===== src/rtl/stream_demux.sv =====
// Packetised valid/ready demultiplexer: one input stream fanned out to P_NUM_OUTPUTS outputs,
// destination latched per packet. Optional STREAM_DEMUX_DROP_INVALID_EN discards out-of-range packets.
module stream_demux #(
    parameter int P_DATA_WIDTH  = 32,
    parameter int P_NUM_OUTPUTS = 3,
    localparam int P_DEST_WIDTH = $clog2(P_NUM_OUTPUTS)
) (
    input  logic                     clk,
    input  logic                     rst,
    input  logic                     valid_in,
    input  logic                     last_in,
    input  logic [P_DATA_WIDTH-1:0]  data_in,
    input  logic [P_DEST_WIDTH-1:0]  dest_in,
    output logic                     ready_in,
    output logic [P_NUM_OUTPUTS-1:0] valid_out,
    output logic [P_NUM_OUTPUTS-1:0] last_out,
    output logic [P_DATA_WIDTH-1:0]  data_out [P_NUM_OUTPUTS],
    input  logic [P_NUM_OUTPUTS-1:0] ready_out,
    output logic                     dropped_out
);

    localparam logic [P_DEST_WIDTH:0] NUM_OUT = (P_DEST_WIDTH + 1)'(P_NUM_OUTPUTS);

    logic                    in_pkt;
    logic [P_DEST_WIDTH-1:0] pkt_dest;
    logic                    out_vld;
    logic [P_DEST_WIDTH-1:0] out_dest;
    logic                    out_last;
    logic [P_DATA_WIDTH-1:0] out_data;

    logic                    sel_ready;
    logic                    dest_oor;
    logic                    beat_drop;
    logic                    accept;
    logic                    load;
    logic [P_DEST_WIDTH-1:0] first_dest;
    logic [P_DEST_WIDTH-1:0] beat_dest;

    always_comb begin
        sel_ready = 1'b0;
        for (int i = 0; i < P_NUM_OUTPUTS; i++) begin
            if (out_dest == P_DEST_WIDTH'(i)) begin
                sel_ready = ready_out[i];
            end
        end
    end

    // Out-of-range destinations fold to output 0 unless the packet is being dropped.
    assign dest_oor   = {1'b0, dest_in} >= NUM_OUT;
    assign first_dest = dest_oor ? '0 : dest_in;
    assign beat_dest  = in_pkt ? pkt_dest : first_dest;

`ifdef STREAM_DEMUX_DROP_INVALID_EN
    logic pkt_drop;
    logic drop_pulse;

    assign beat_drop = in_pkt ? pkt_drop : dest_oor;

    always_ff @(posedge clk) begin
        if (rst) begin
            pkt_drop   <= 1'b0;
            drop_pulse <= 1'b0;
        end else begin
            drop_pulse <= accept && beat_drop && last_in;
            if (accept && !in_pkt) begin
                pkt_drop <= dest_oor;
            end
        end
    end

    assign dropped_out = drop_pulse;
`else
    assign beat_drop   = 1'b0;
    assign dropped_out = 1'b0;
`endif

    assign ready_in = beat_drop || !out_vld || sel_ready;
    assign accept   = valid_in && ready_in;
    assign load     = accept && !beat_drop;

    always_ff @(posedge clk) begin
        if (rst) begin
            in_pkt   <= 1'b0;
            pkt_dest <= '0;
            out_vld  <= 1'b0;
            out_dest <= '0;
            out_last <= 1'b0;
            out_data <= '0;
        end else begin
            if (load) begin
                out_vld  <= 1'b1;
                out_dest <= beat_dest;
                out_last <= last_in;
                out_data <= data_in;
            end else if (out_vld && sel_ready) begin
                out_vld <= 1'b0;
            end
            if (accept) begin
                if (!in_pkt) begin
                    pkt_dest <= first_dest;
                end
                in_pkt <= !last_in;
            end
        end
    end

    for (genvar g = 0; g < P_NUM_OUTPUTS; g++) begin : g_out
        assign valid_out[g] = out_vld && (out_dest == P_DEST_WIDTH'(g));
        assign last_out[g]  = out_last;
        assign data_out[g]  = out_data;
    end

endmodule


===== config.mk =====
export PLATFORM = sky130hd
export DESIGN_NAME = stream_demux
export DESIGN_NICKNAME = d
export VERILOG_FILES = /design/src/rtl/stream_demux.sv
export SDC_FILE = /design/constraint.sdc
export NUM_CORES = 1
export LEC_CHECK = 0
export BUFFER_PORTS_ARGS = -buffer_cell sky130_fd_sc_hd__buf_2
export CORE_AREA = 2 2 66 115
export DETAILED_ROUTE_END_ITERATION = 10
export DIE_AREA = 0 0 68 117
export SETUP_SLACK_MARGIN = 0.4
export SYNTH_ARGS = -nofsm -noshare
export SYNTH_HDL_FRONTEND = slang
export SYNTH_SLANG_ARGS = --single-unit

===== constraint.sdc =====
create_clock -name clk -period 2.1 [get_ports clk]
set_input_delay 0.63 -clock clk [delete_from_list [all_inputs] [get_ports clk]]
set_output_delay 0.63 -clock clk [all_outputs]
set_load 0.05 [all_outputs]

==> metrics <==
part of the power in the clock network=35.5%; hold_buf cts=0; WHS Endpoint=out_data[3]; hold path depth=2; crit end category=output pin; sw power=0.000905 W; H-Tree Depth=2; syn nets=285; Yosys warnings=0; CP arrival=1.31 ns; GPL Wtd Cong=0.684; hold path start=out_data[3]; post-route ant nets=0; Setup violations, final=0; classification of the worst setup path=input port to output pin; die area=0.00796 mm^2; Root Driver=clkbuf_16; power per cell area=903 mW/mm^2; crit-path cells=buf_6, mux2_4, nand2b_4, nand3_4, buf_8; first-pass GRT wire length=6870 um; Reg-to-Reg End=out_data[5]; I/O Buffers=143; Worst Clk Skew=0.00272 ns; GRT Residual Overflow=0; IR drop worst, VDD=0.366 mV; status=complete, no violations; initial antenna violation count=1; layout cells sized above 1=65.0%; Critical Path Start Type=input port; CP Buf/Inv Count=2; CP max stage cell=mux2_4; DP Wirelength=3340 um; Async S/R FF share, synth=0%; die width=68 um; Worst EP required=1.47 ns; core area=0.00708 mm^2; Area growth syn-to-layout=31.3%; Initial Util=29.1%; Fin Hold WS=0.476 ns; DRC Markers=0; Sink Count=37; Avg WL per Cell=12.3 um; worst hold path type=flip-flop to flip-flop; drt pass-1 iters=4; max-cap violations=0; Leakage=1.40 nW; Slew Viols, Final=0; critical path's top delay family=multiplexers; vias per cell=4.16; FF-to-FF Start=out_dest[0]; number of global-route vias before repair=1471; Power, Total=0.00244 W; vias post-DR=1714; Routed WL=5080 um; die height=117 um; Seq cells post-synth=37; CTS tree=yes; n_diodes=0; highest cell delay on the worst timing path=0.28 ns; min cycle time layout=1.94 ns; Mapped Cells=244; final hold violations=0; post-synth cell types=22; CTS Buf Count=5; Reg2Reg Setup Slack=0.47 ns; Crit Path Max Fanout=2; Layout Nets=366; Initial DRC Count=42; IO Pins=145; CTS Buffer Depth=2; Post-synth EDFFs=0; Comb pwr share=32.2%; largest net degree at the start of global routing=39; RSZ-0062 raised after global routing=true; Mean Syn Cell Area=8.44 um^2; share of the yosys chip area belonging to registers=36.0%; final worst path period share=92.4%; Clock Latency Late Sink=0.27 ns; total track usage=11.4%; Clock transition at path regs=0.05 ns; Reg2Reg Depth=7; setup_tns=0 ns; Pint=0.00154 W; fmax=516 MHz; Switching Share=37.1%; synthesized area=0.00206 mm^2; fillers=731; cell row count=41; Seq pwr share=32.3%; Synth Flop Type=dfxtp_1
cells by family after synthesis:
logic type / Yosys count / synth area share, %
AND/OR/NAND/NOR: 82 / 17.9
buffers and inverters: 82 / 30.6
AO/OA/AOI/OAI: 41 / 14.6
flip-flops: 37 / 36.0
multiplexers: 1 / 0.729
other: 1 / 0.182
Yosys cell counts, types with 4 or more instances:
| master | n | share of area (%) |
|---|---|---|
| buf_6 | 4 | 2.2 |
| buf_4 | 69 | 25 |
| a21oi_1 | 17 | 4.1 |
| nor2_1 | 5 | 0.91 |
| nand2_1 | 52 | 9.5 |
| nand2_2 | 18 | 5.5 |
| nand2b_1 | 4 | 1.2 |
| dfxtp_1 | 37 | 36 |
| a21oi_2 | 18 | 7.7 |
| clkbuf_1 | 4 | 0.73 |
placed cells by master, fill, tap and decap left out, types with 2 or more instances in the layout:
cell type,Yosys,routed
buf_6,4,4
dfxtp_1,37,34
inv_1,2,2
nor2_2,0,2
dfxtp_4,0,3
nand2_1,52,51
nand2_2,18,19
o21ai_0,2,2
nand2b_4,0,2
buf_2,1,138
clkbuf_16,0,8
nand2b_1,4,2
buf_4,69,6
buf_12,2,2
nor2_1,5,2
a21oi_2,18,19
a21oi_1,17,16
nor2b_1,2,2
per-stage QoR:
stage,setup slack (ns),cell area (um^2),std cells,util [%]
detailed placement,0.0762,2340,398,33.1
global route,0.144,2700,412,38.2
finish,0.160,2700,412,38.2
CTS,0.160,2570,407,36.4
global placement,0.0864,2340,398,33.1
floorplan,0.306,2080,244,-
worst reg2reg max path: stages, from the launching register on:
cell	delay, ns
dfxtp_4	0.38
mux2_4	0.33
buf_4	0.15
o221ai_4	0.15
buf_12	0.16
clkbuf_16	0.21
nand2_1	0.08
a21oi_1	0.13
per-layer routing:
layer | share of wire [%] | up-vias | global-route usage [%]
li1 | - | 864 | -
met1 | 39 | 771 | 12.0
met2 | 54 | 71 | 21.0
met3 | 5.6 | 6 | 2.20
met4 | 1.5 | 2 | 5.60
met5 | 0.31 | - | 0
worst max-delay path by stage:
stage / start / endpoint / slack [ns] / cells after the start
after floorplan: out_dest[1] / valid_out[0] / 0.31 / 2
after global placement: ready_out[0] / ready_in / 0.09 / 5
after CTS: ready_out[0] / ready_in / 0.16 / 5
after detailed placement: ready_out[0] / ready_in / 0.08 / 5
final: ready_out[0] / ready_in / 0.16 / 5
after global routing: out_dest[0] / ready_in / 0.14 / 4
final cells by class:
| type | instances | area [um^2] | share of cell area (%) |
|---|---|---|---|
| well taps | 86 | 108 | 3.98 |
| flip-flops and latches | 37 | 752 | 27.8 |
| clock inverters | 1 | 30.0 | 1.11 |
| repair buffers | 154 | 911 | 33.7 |
| inverters | 2 | 7.51 | 0.278 |
| multi-input cells | 125 | 753 | 27.9 |
| clock buffers | 7 | 143 | 5.28 |
flip-flops by register name, summed over array words and instances, names as in the netlist:
name / flops
in_pkt: 1
out_data: 32
out_dest: 2
out_last: 1
out_vld: 1
what timing repair did:
item,4_1_cts,5_1_grt
endpoints found under the setup margin,4,8
setup buffers,1,2
pin swaps,0,1
gates resized for setup,16,8
cloned,0,3
power by group through the flow:
stage               logic, W  registers, W  clock network [W]
floorplan           0.000556      0.000933                  0
global placement    0.000739      0.000802                  0
global route        0.000832      0.000798           0.000939
CTS                 0.000754      0.000791           0.000909
finish              0.000786      0.000788           0.000868
detailed placement  0.000741      0.000805                  0
No activity file was read; power rests on OpenSTA's default activity.
